[src/rtl/pq_sched.sv]
// pq_sched: round-robin front end that arbitrates N_REQ requesters onto a
// single priority queue, and drains that queue on request.
//
// Ports
//   clk, rst                 clock; synchronous active-low reset
//   req_valid/op/key/val     per-requester requests (op 1 = REPLACE, 0 = DEQ)
//   req_ready                one-hot grant (combinational)
//   rsp_valid/id/key/val/err registered response, one cycle after each grant
//   flush_req, flush_done    drain request (level) and completion pulse
//   pq_replace, pq_deq, pq_kvi  queue command strobes and payload (combinational)
//   pq_kvo, pq_busy, pq_empty   queue head {key, value} and status
module pq_sched #(
   parameter int unsigned N_REQ = 4,
   parameter int unsigned KW    = 16,
   parameter int unsigned VW    = 16
) (
   input  logic                clk,
   input  logic                rst,
   input  logic [N_REQ-1:0]    req_valid,
   input  logic [N_REQ-1:0]    req_op,
   input  logic [N_REQ*KW-1:0] req_key,
   input  logic [N_REQ*VW-1:0] req_val,
   output logic [N_REQ-1:0]    req_ready,
   output logic                rsp_valid,
   output logic [2:0]          rsp_id,
   output logic [KW-1:0]       rsp_key,
   output logic [VW-1:0]       rsp_val,
   output logic                rsp_err,
   input  logic                flush_req,
   output logic                flush_done,
   output logic                pq_replace,
   output logic                pq_deq,
   output logic [KW+VW-1:0]    pq_kvi,
   input  logic [KW+VW-1:0]    pq_kvo,
   input  logic                pq_busy,
   input  logic                pq_empty
);

   localparam int unsigned PW = (N_REQ > 1) ? $clog2(N_REQ) : 1;

   typedef enum logic {ARB, FLUSH} state_t;

   state_t          state_q, state_d;
   logic [PW-1:0]   ptr;
   logic [PW-1:0]   win;
   logic [PW-1:0]   ptr_nxt;
   logic [PW:0]     cand;
   logic            found;
   logic            grant;
   logic            rej;
   logic [KW-1:0]   keys [N_REQ];
   logic [VW-1:0]   vals [N_REQ];
   logic [KW-1:0]   win_key;
   logic [VW-1:0]   win_val;
   logic            win_op;
   logic            key_bad;

   // Unpack the flat request buses.
   always_comb begin
      for (int k = 0; k < N_REQ; k++) begin
         keys[k] = req_key[k*KW +: KW];
         vals[k] = req_val[k*VW +: VW];
      end
   end

   // Round-robin search: first valid requester at or after ptr, wrapping.
   always_comb begin
      found = 1'b0;
      win   = '0;
      cand  = '0;
      for (int k = 0; k < N_REQ; k++) begin
         cand = {1'b0, ptr} + (PW+1)'(k);
         if (cand >= (PW+1)'(N_REQ)) cand = cand - (PW+1)'(N_REQ);
         if (!found && req_valid[cand[PW-1:0]]) begin
            found = 1'b1;
            win   = cand[PW-1:0];
         end
      end
   end

   assign win_key = keys[win];
   assign win_val = vals[win];
   assign win_op  = req_op[win];
   // Both extreme keys are reserved sentinels and may not enter the queue.
   assign key_bad = (win_key == {KW{1'b1}}) || (win_key == {KW{1'b0}});
   assign ptr_nxt = (win == PW'(N_REQ-1)) ? '0 : win + PW'(1);

   // Next state and combinational queue/grant outputs; all quiet in reset.
   always_comb begin
      state_d    = state_q;
      req_ready  = '0;
      pq_replace = 1'b0;
      pq_deq     = 1'b0;
      pq_kvi     = '0;
      flush_done = 1'b0;
      grant      = 1'b0;
      rej        = 1'b0;
      if (rst) begin
         case (state_q)
            ARB: begin
               if (flush_req) begin
                  state_d = FLUSH;
               end else if (!pq_busy && found) begin
                  grant     = 1'b1;
                  req_ready = N_REQ'(1) << win;
                  if (win_op) begin
                     if (key_bad) begin
                        rej = 1'b1;
                     end else begin
                        pq_replace = 1'b1;
                        pq_kvi     = {win_key, win_val};
                     end
                  end else if (pq_empty) begin
                     rej = 1'b1;
                  end else begin
                     pq_deq = 1'b1;
                  end
               end
            end
            FLUSH: begin
               if (!pq_busy) begin
                  if (pq_empty) begin
                     flush_done = 1'b1;
                     state_d    = ARB;
                  end else begin
                     pq_deq = 1'b1;
                  end
               end
            end
            default: state_d = ARB;
         endcase
      end
   end

   // State, pointer and response registers.
   always_ff @(posedge clk) begin
      if (!rst) begin
         state_q   <= ARB;
         ptr       <= '0;
         rsp_valid <= 1'b0;
         rsp_err   <= 1'b0;
         rsp_id    <= '0;
         rsp_key   <= '0;
         rsp_val   <= '0;
      end else begin
         state_q   <= state_d;
         if (grant) ptr <= ptr_nxt;
         rsp_valid <= grant;
         rsp_err   <= rej;
         rsp_id    <= grant ? 3'(win) : 3'd0;
         // An empty-queue DEQ reports the KEYINF sentinel instead of the head.
         if (!grant)
            rsp_key <= '0;
         else if (rej && !win_op)
            rsp_key <= {KW{1'b1}};
         else
            rsp_key <= pq_kvo[KW+VW-1:VW];
         rsp_val   <= grant ? pq_kvo[VW-1:0] : '0;
      end
   end

endmodule

[config.mk]
export PLATFORM = sky130hd
export DESIGN_NAME = pq_sched
export DESIGN_NICKNAME = d
export VERILOG_FILES = /design/src/rtl/pq_sched.sv
export SDC_FILE = /design/constraint.sdc
export NUM_CORES = 1
export LEC_CHECK = 0
export CAP_MARGIN = 15
export CELL_PAD_IN_SITES_DETAIL_PLACEMENT = 1
export CELL_PAD_IN_SITES_GLOBAL_PLACEMENT = 1
export CORE_MARGIN = 1.5
export CORE_UTILIZATION = 22
export DETAILED_ROUTE_END_ITERATION = 8
export GPL_ROUTABILITY_DRIVEN = 0
export GPL_TIMING_DRIVEN = 0
export PLACE_DENSITY_LB_ADDON = 0.1
export SKIP_CTS_REPAIR_TIMING = 1
export SLEW_MARGIN = 20
export SYNTH_ARGS = -nofsm -noshare
export SYNTH_HDL_FRONTEND = slang
export SYNTH_SLANG_ARGS = --single-unit
[constraint.sdc]
create_clock -name clk -period 7.03 [get_ports clk]
set_input_delay 1.406 -clock clk [delete_from_list [all_inputs] [get_ports clk]]
set_output_delay 1.406 -clock clk [all_outputs]
set_load 0.02 [all_outputs]
==> impl_metrics.tcl, run 1 <==
set metrics [dict create \
    status "completed" \
    ys_top_cells_by_area "dfxtp_1 (29%), and3_1 (16%), a211oi_1 (8.5%)" \
    aggregate_global_routing_overflow 0 \
    skew_ns 0.00422 \
    netlist_instances 339 \
    die_height_um 115 \
    insertion_delay_ns 0.28 \
    max-cap-violations 0 \
    rows 40 \
    internal_pwr_total_uw 557 \
    synth_area_per_cell_um2 8.07 \
    register_area_um2 781 \
    nFillCells 1431 \
    worst_setup_path_end_kind "primary output" \
    synth_top_area_share_pct 28.5 \
    grt_first_pass_wirelength_mm 20.0 \
    placement.cell_area_um2 5420 \
    vdd_ir_drop_max_mv 0.0972 \
    syn_area_um2 2740 \
    number_of_antenna_violations_at_the_first_check_in_global_routing 0 \
    hold_path_startpoint "ptr[0]" \
    mostFrequentLayoutCell "clkdlybuf4s50_1" \
    synth_fp_nets 516 \
    ys.flop_type "dfxtp_1" \
    firstDrtPassIters 4 \
    final_net_count 770 \
    total_leakage_power_uw 0.00234 \
    reg2reg_from "ptr[0]" \
    startpoint "req_valid[2]" \
    placement.io_buffers 247 \
    detailedRoute.firstIterationViolations 142 \
    setup_viol 0 \
    top_level_ports 249 \
    design_area_um2 5590 \
    seq_power_share_pct 29.6 \
    cts-buffers-inserted 5 \
    routed_wire_length_per_instance_um 17.4 \
    clk_pin_slew_ns 0.05 \
    cellPowerDensity_nw_per_um2 140 \
    drtAntennaViolNets 0 \
    layout-drive-gt1-share_pct 4.71 \
    crit_start_category "primary input" \
    max-clock-path-buffers 2 \
    sequential_cell_area_fraction_in_the_yosys_report_pct 28.5 \
    setup_tns_ns 0 \
    synth.ff_latch_count 39 \
    grt_setup_unrepaired "false" \
    postLayoutSetupSlackWorst_ns 0.319 \
    cp.arrival_ns 5.31 \
    r2r_slack_ns 3.89 \
    edff_count_synth 0 \
    data_required_time_at_the_worst_endpoint_ns 5.62 \
    post_synth_num_cell_types 34 \
    post-route-drc-count 0 \
    hold_path.class "reg2reg" \
    comb_power_share_pct 38.0 \
    routed_wirelength_mm 13.2 \
    worst_slew_margin_rel_pct 44.0 \
    multiInputGateArea_um2 1770 \
    clock_sink_count 39 \
    timing.setup.critical_path_class "in2out" \
    ys_async_sr_fraction_pct 0 \
    die_w_um 115 \
    grt_start_max_net_pins 14 \
    timing_max_transition_violations_final 0 \
    dieArea_um2 13100 \
    timing.final.hold_violations 0 \
    gr-usage-all-layers_pct 19.4 \
    clk_root_buffer_cell "clkbuf_16" \
    max_freq_mhz 149 \
    cts.htree.levels 2 \
    vias 3742 \
    drt-vias-per-instance 4.91 \
    switching_power_total_uw 224 \
    final.min_clock_period_ns 6.71 \
    yosys_warnings 0 \
    final_cell_mix "clkdlybuf4s50_1 (247), and3_1 (70), dfxtp_1 (39), nand2_1 (36), a211oi_1 (31)" \
    synth_largest_area_cell "dfxtp_1" \
    initial_core_util_pct 22.7 \
    power_switching_share_pct 28.7 \
    path_max_fanout 10 \
    core_um2 12100 \
    clkPwrFrac_pct 32.3 \
    n_antenna_cell 0 \
    worst-slew-pin-transition_ns 0.840 \
    tritoncts_clock_tree "built" \
    dp_worst_setup_slack_ns 0.132 \
    dp.final_hpwl_mm 10.8 \
    final_min_period_over_clock_period_pct 95.5 \
    vias_in_the_first_global_route 3937 \
    area.growth.synth_to_final_pct 104 \
]
## power groups by stage
stage	sequential, µW	clock, µW	combinational, µW
2_1_floorplan	244	0	128
3_3_place_gp	236	0	293
3_5_place_dp	236	0	297
4_1_cts	232	260	299
5_1_grt	232	268	324
6_report	232	252	297
## state kept, by name, indices dropped and copies added (netlist names)
| name | flops |
|---|---|
| ptr | 2 |
| rsp_err | 1 |
| rsp_id | 2 |
| rsp_key | 16 |
| rsp_val | 16 |
| rsp_valid | 1 |
| state_q | 1 |
## final timing paths
kind | depth (start not counted) | to
setup / recovery | 14 | pq_kvi[0]
hold reg to reg | 2 | ptr[0]
setup reg to reg | 12 | rsp_err
hold / removal | 2 | ptr[0]
## metrics by stage
step	total power, µW	instances	utilization, %	hold slack (ns)
after detailed placement	534	754	44.9	0.535
after global routing	824	762	46.4	0.622
final	781	762	46.4	0.564
after floorplan	372	339	-	0.506
after CTS	790	762	46.3	0.563
after global placement	529	754	44.9	0.533
## cell usage after synthesis, types with 4 or more instances
library cell,count
nor2_1,5
a2111oi_0,16
ha_1,4
o22ai_1,8
and3_1,70
dfxtp_1,39
buf_2,4
nor2b_1,7
a211oi_1,31
nor4_1,26
a21o_1,16
clkbuf_1,24
nand2_1,36
mux2i_1,21
buf_4,5
## cells by family (layout without fill, tap and decap cells)
family / Yosys count / after routing / synth area share, %
flops: 39 / 39 / 28.5
compound gates: 83 / 83 / 23.8
other cells: 1 / 1 / 0.137
buf+inv: 41 / 296 / 7.05
fa+ha+maj: 4 / 4 / 1.83
mux: 21 / 21 / 7.69
simple gates: 150 / 150 / 31.0
## worst max-delay path, cell delays in order
cell and delay [ns]:
clkdlybuf4s50_1 0.51, nor2b_1 0.22, a211o_2 0.20, and2_1 0.15
buf_6 0.15, inv_2 0.06, buf_4 0.17, a211oi_1 0.50
o22ai_1 0.17, or4_4 0.57, o22ai_4 0.24, buf_4 0.24
a2111oi_0 0.08, clkdlybuf4s50_1 0.62
## layer usage
metal / up-vias / wire, µm / track usage [%]
li1: 1806 / - / -
met1: 1759 / 5310 / 22.1
met2: 159 / 6650 / 35.2
met3: 16 / 1000 / 5.08
met4: 2 / 270 / 5.50
met5: - / 6 / 0
## area by class of cell
class	count	share of cell area, %
clock inverters	3	0.783
inverters	4	0.268
clock buffers	5	2.24
well taps	168	3.76
flip-flops and latches	39	14.0
repair buffers	247	44.2
plain buffers	37	3.18
multi-input cells	259	31.6
(Power assumes the default switching activity.)
==> inputs of run 2 (changes only) <==
--- a/config.mk
+++ b/config.mk
@@ -10,10 +10,12 @@
 export CELL_PAD_IN_SITES_GLOBAL_PLACEMENT = 1
 export CORE_MARGIN = 1.5
 export CORE_UTILIZATION = 22
+export CTS_BUF_LIST = sky130_fd_sc_hd__clkbuf_8
 export DETAILED_ROUTE_END_ITERATION = 8
 export GPL_ROUTABILITY_DRIVEN = 0
 export GPL_TIMING_DRIVEN = 0
 export PLACE_DENSITY_LB_ADDON = 0.1
+export SETUP_SLACK_MARGIN = 0.5
 export SKIP_CTS_REPAIR_TIMING = 1
 export SLEW_MARGIN = 20
 export SYNTH_ARGS = -nofsm -noshare
==> impl_metrics.tcl, run 2 (same netlist as run 1, synthesis figures left out) <==
set metrics [dict create \
    nFillCells 1401 \
    drt-vias-per-instance 4.92 \
    tritoncts_clock_tree "built" \
    number_of_cells_on_the_critical_path 14 \
    firstDrtPassIters 4 \
    vias_in_the_first_global_route 3921 \
    number_of_antenna_violations_at_the_first_check_in_global_routing 0 \
    final.hold.worst_slack_ns 0.569 \
    total_leakage_power_uw 0.00292 \
    gr-usage-all-layers_pct 19.3 \
    cellPowerDensity_nw_per_um2 127 \
    place.detailed.instances 754 \
    setup_viol 0 \
    worst_setup_path_end_kind "primary output" \
    crit_top_cell "clkdlybuf4s50_1" \
    area.growth.synth_to_final_pct 113 \
    mostFrequentLayoutCell "clkdlybuf4s50_1" \
    layout-drive-gt1-share_pct 10.4 \
    setup_tns_ns 0 \
    critPathTopFamily "buffers and inverters" \
    placement.io_buffers 247 \
    max-clock-path-buffers 2 \
    dp.final_hpwl_mm 10.8 \
    initial_core_util_pct 22.7 \
    min_delay_worst_endpoint "ptr[0]" \
    cp.arrival_ns 5.14 \
    instances_no_fill 764 \
    slowest_stage "clkdlybuf4s50_1" \
    path_buf_inv 6 \
    vias 3761 \
    grt_start_max_net_pins 14 \
    hold_path_startpoint "ptr[0]" \
    max-cap-violations 0 \
    final_net_count 772 \
    routed_wirelength_mm 13.7 \
    timing.final.hold_violations 0 \
    clk_pin_slew_ns 0.07 \
    aggregate_global_routing_overflow 0 \
    dieArea_um2 13100 \
    clkPwrFrac_pct 25.2 \
    seq_power_share_pct 31.2 \
    crit_start_category "primary input" \
    vdd_ir_drop_max_mv 0.0713 \
    die_height_um 115 \
    n_antenna_cell 0 \
    power_switching_share_pct 31.8 \
    final_cell_mix "clkdlybuf4s50_1 (217), and3_1 (70), dfxtp_1 (39), nand2_1 (36), dlymetal6s2s_1 (30)" \
    path_max_fanout 10 \
    timing.setup.critical_path_class "in2out" \
    status "completed" \
    clock_sink_count 39 \
    switching_power_total_uw 235 \
    cts-buffers-inserted 5 \
    drtAntennaViolNets 0 \
    cpPeakStageDelay_ns 0.57 \
    post-route-drc-count 0 \
    comb_power_share_pct 43.5 \
    hold_path.class "reg2reg" \
    die_w_um 115 \
    internal_pwr_total_uw 505 \
    r2r-end "rsp_err" \
    clk_root_buffer_cell "clkbuf_8" \
    rows 40 \
    reg2reg_from "ptr[0]" \
    max_freq_mhz 153 \
    hold-path-cell-count 2 \
    skew_ns 0.00558 \
    worst_slew_margin_rel_pct 44.7 \
    register_area_um2 781 \
    final.min_clock_period_ns 6.55 \
    critical_path.cell_chain "clkdlybuf4s50_1, nor2b_1, a211o_2, and2_1, buf_6, inv_2, clkbuf_4, a211oi_4, o22ai_1, or4_4, o22ai_4, buf_4, a2111oi_0, clkdlybuf4s50_1" \
    grt_first_pass_wirelength_mm 19.9 \
    cts.htree.levels 2 \
    detailedRoute.firstIterationViolations 178 \
    core_um2 12100 \
    routed_wire_length_per_instance_um 17.9 \
    ff2ff_path_depth 12 \
    reg_top3 "rsp_key x16, rsp_val x16" \
    r2r_slack_ns 3.99 \
    data_required_time_at_the_worst_endpoint_ns 5.62 \
    timing_max_transition_violations_final 0 \
    multiInputGateArea_um2 1960 \
    postLayoutSetupSlackWorst_ns 0.484 \
    final_min_period_over_clock_period_pct 93.1 \
    grt_setup_unrepaired "true" \
    top_level_ports 249 \
    insertion_delay_ns 0.29 \
    dp_worst_setup_slack_ns 0.132 \
    worst-slew-pin-transition_ns 0.829 \
]
==> run 2: cell types whose count changed in the layout (fill, tap and decap cells not counted), moves of 3 or more <==
cell	delta
a211oi_1	-26
a211oi_2	+21
a211oi_4	+5
clkbuf_1	-4
clkbuf_16	-5
clkbuf_2	+3
clkbuf_8	+5
clkdlybuf4s50_1	-30
dlymetal6s2s_1	+30
==> run 2: layout make-up <==
cell class | instances | share of cell area [%]
tap | 168 | 3.61
timing repair buffer | 249 | 44.0
clock inverter | 3 | 0.752
multi-input combinational | 259 | 33.6
inverter | 4 | 0.258
buffer | 37 | 3.18
clock buffer | 5 | 1.18
sequential | 39 | 13.4
==> run 2: worst max path at each step <==
stage                            start    endpoint  slack, ns
after floorplan           req_valid[2]   pq_kvi[0]       1.40
after global placement    req_valid[1]  pq_kvi[10]       0.19
after detailed placement  req_valid[1]   pq_kvi[1]       0.13
after CTS                 req_valid[1]   pq_kvi[1]       0.13
after global routing      req_valid[2]  pq_kvi[13]       0.28
final                     req_valid[2]  pq_kvi[13]       0.48
==> run 2: layer usage <==
metal	up-vias	share of wire, %	GRT usage, %
li1	1807	-	-
met1	1774	40	21.9
met2	162	50	34.9
met3	18	7.6	5.08
met4	0	2.2	6.33
met5	-	0	0
==> run 2: stage by stage <==
| step | util, % | power (µW) | area [µm²] |
|---|---|---|---|
| global placement | 44.9 | 529 | 5420 |
| finish | 48.3 | 740 | 5820 |
| CTS | 45.9 | 723 | 5530 |
| global route | 48.3 | 782 | 5820 |
| detailed placement | 44.9 | 534 | 5420 |
| floorplan | - | 372 | 2740 |
==> run 2: worst reg2reg max path: cells and delay by family (launching register included) <==
family                 cells  cell delay [ns]
buffers and inverters      4             0.68
AND/OR/NAND/NOR            3             0.89
flip-flops                 1             0.34
AO/OA/AOI/OAI              5             1.08
==> run 2: power by group through the flow <==
stage	clock, µW	sequential (µW)	combinational (µW)
finish	187	231	322
global route	202	232	348
CTS	193	231	299
detailed placement	0	236	297
global placement	0	236	293
floorplan	0	244	128
==> edit: new RTL, settings of run 1 <==
Register the output `rsp_err` once more, cleared by the reset; this adds one clock of latency there. The other outputs are not delayed to match.
--- a/src/rtl/pq_sched.sv
+++ b/src/rtl/pq_sched.sv
@@ -40,4 +40,6 @@
 
    typedef enum logic {ARB, FLUSH} state_t;
+
+   logic rsp_err_s0;
 
    state_t          state_q, state_d;
@@ -139,5 +141,5 @@
          ptr       <= '0;
          rsp_valid <= 1'b0;
-         rsp_err   <= 1'b0;
+         rsp_err_s0 <= 1'b0;
          rsp_id    <= '0;
          rsp_key   <= '0;
@@ -147,5 +149,5 @@
          if (grant) ptr <= ptr_nxt;
          rsp_valid <= grant;
-         rsp_err   <= rej;
+         rsp_err_s0 <= rej;
          rsp_id    <= grant ? 3'(win) : 3'd0;
          // An empty-queue DEQ reports the KEYINF sentinel instead of the head.
@@ -160,4 +162,12 @@
    end
 
+   always_ff @(posedge clk) begin
+      if (!rst) begin
+         rsp_err <= '0;
+      end else begin
+         rsp_err <= rsp_err_s0;
+      end
+   end
+
 endmodule
 
Check against the original RTL: not equivalent (a bounded check fails within 4 cycles, from zero or initial values and one cycle with rst low).
==> edit against run 1 <==
Global-route usage grew 0.58 points. Fmax is 1.5% lower. Count of clock-buffer cells in the layout is 1 higher. Worst setup slack got worse by 0.099 ns. Synthesized area up 0.46%. Combinational power increased by 3%. Register-to-register slack got worse by 0.19 ns. Total power up 1.5%. Final area is 0.63% higher. Wire length is 2.7% higher. Via count fell by 0.24%. Sequential cell count increased by 1. Highest routed layer is now met4.
==> edit: results <==
{
  "holdPathEnd": "rsp_err$_SDFF_PN0_",
  "drive_above_1_share_pct": 4.70,
  "drtIter0Drc": 128,
  "reg2reg_to": "rsp_err_s0$_SDFF_PN0_",
  "yosysSeqAreaShare_pct": 29.1,
  "drtPass1Iterations": 6,
  "met2_length_um": 6660,
  "syn-num-nets": 517,
  "r2r-start": "ptr[1]$_SDFFE_PN0P_",
  "switchingPower_uw": 228,
  "highest_layer": "met4",
  "grt_pass1_vias": 4065,
  "cp_max_fo": 10,
  "routed_wl_um": 13600,
  "nNetsFinal": 772,
  "synthArstFlopShare_pct": 0,
  "synth_mux_area_share_pct": 7.29,
  "portBuffers": 247,
  "yosysMostFrequentCell": "and3_1",
  "vdd_drop_max_uv": 91.7,
  "holdPathStages": 1,
  "grt_pass1_wl_um": 20500,
  "synth_flop_cell": "dfxtp_1",
  "run_status": "finished clean",
  "tightestPinTransition_ns": 0.785,
  "nFillCells": 1451,
  "finClkSkew_ns": 0.00455,
  "r2r_slack_ns": 3.70,
  "cts_buffers": 5,
  "leakage_uw": 0.00239,
  "synth_fa_ha_area_share_pct": 1.82,
  "dp_hpwl_um": 11200,
  "m1WireLength_um": 5400,
  "antenna_cells": 0,
  "clockRootBuffer": "clkbuf_16",
  "grt_max_degree": 13,
  "synthTopCellsByCount": "and3_1 (70), dfxtp_1 (40), nand2_1 (35), a211oi_1 (32), clkbuf_1 (26)",
  "synth_compound_area_share_pct": 24.4,
  "track_usage_pct": 19.9,
  "hp-start": "rsp_err_s0$_SDFF_PN0_",
  "cp.arrival_ns": 5.40,
  "timing.hold.ws_ns": 0.431,
  "synth_area_leaders": "dfxtp_1 (29%), and3_1 (16%), a211oi_1 (8.7%)",
  "clock_path_buffers": 2,
  "ys_types": 36,
  "routed_via_density": 4.89,
  "route.met3.wl_um": 1270,
  "hold_class": "reg2reg"
}
-- edit: changes by cell type in the layout (fill, tap and decap cells not counted), sizes merged, moves of 2 or more --
cell	change
buf	-2
nand2b	+2
clkbuf	+3
nor2b	-5
inv	+4
nor4	-2
and2	+2
-- edit: cell families (layout without fill, tap and decap cells) --
family,Yosys count,count (layout)
simple gates,146,146
compound gates,85,85
buf+inv,44,300
flops,40,40
mux,20,20
fa+ha+maj,4,4
other cells,1,1
-- edit: worst max-delay path by stage --
stage | from | endpoint | slack [ns] | depth (start not counted)
CTS | req_valid[1] | pq_kvi[13] | 0.12 | 14
global route | pq_busy | pq_kvi[13] | 0.01 | 10
detailed placement | req_valid[1] | pq_kvi[13] | 0.14 | 14
global placement | req_valid[1] | pq_kvi[25] | 0.11 | 14
floorplan | req_valid[1] | pq_kvi[14] | 1.39 | 12
finish | req_valid[1] | pq_kvi[25] | 0.22 | 14
-- edit: layout make-up --
type | instances | area, sq um | share of cell area (%)
Tap cell | 168 | 210 | 3.73
Buffer | 36 | 166 | 2.96
Multi-Input combinational cell | 256 | 1770 | 31.5
Clock buffer | 6 | 129 | 2.29
Inverter | 8 | 32.5 | 0.578
Clock inverter | 2 | 35.0 | 0.622
Timing Repair Buffer | 248 | 2480 | 44.1
Sequential cell | 40 | 801 | 14.2
-- edit: layer usage --
layer	GRT usage, %	vias to the layer above
met5	0	-
met4	6.75	0
met3	5.85	20
met2	36.5	182
met1	22.0	1723
li1	-	1808
-- edit: critical path, stage by stage --
cell,delay [ns]
clkdlybuf4s50_1,0.43
nand2b_1,0.19
o221ai_2,0.34
and2_1,0.18
buf_4,0.18
inv_4,0.07
buf_6,0.15
a211oi_1,0.42
o22ai_1,0.17
or4_1,0.60
o22ai_4,0.24
buf_2,0.30
nor4_1,0.12
clkdlybuf4s50_1,0.58
-- edit: power groups by stage --
stage               Clock (uW)  Sequential (uW)  Combinational [uW]
floorplan                    0              250                 130
global placement             0              242                 296
detailed placement           0              243                 303
CTS                        255              238                 304
global route               267              238                 332
finish                     249              238                 306
-- edit: through the flow --
step / instances / util [%] / setup slack (ns) / cell area, sq um
after detailed placement: 755 / 44.8 / 0.138 / 5430
after CTS: 763 / 46.2 / 0.118 / 5590
after global routing: 764 / 46.5 / 0.0106 / 5630
after global placement: 755 / 44.8 / 0.114 / 5430
final: 764 / 46.5 / 0.220 / 5630
after floorplan: 340 / - / 1.39 / 2750
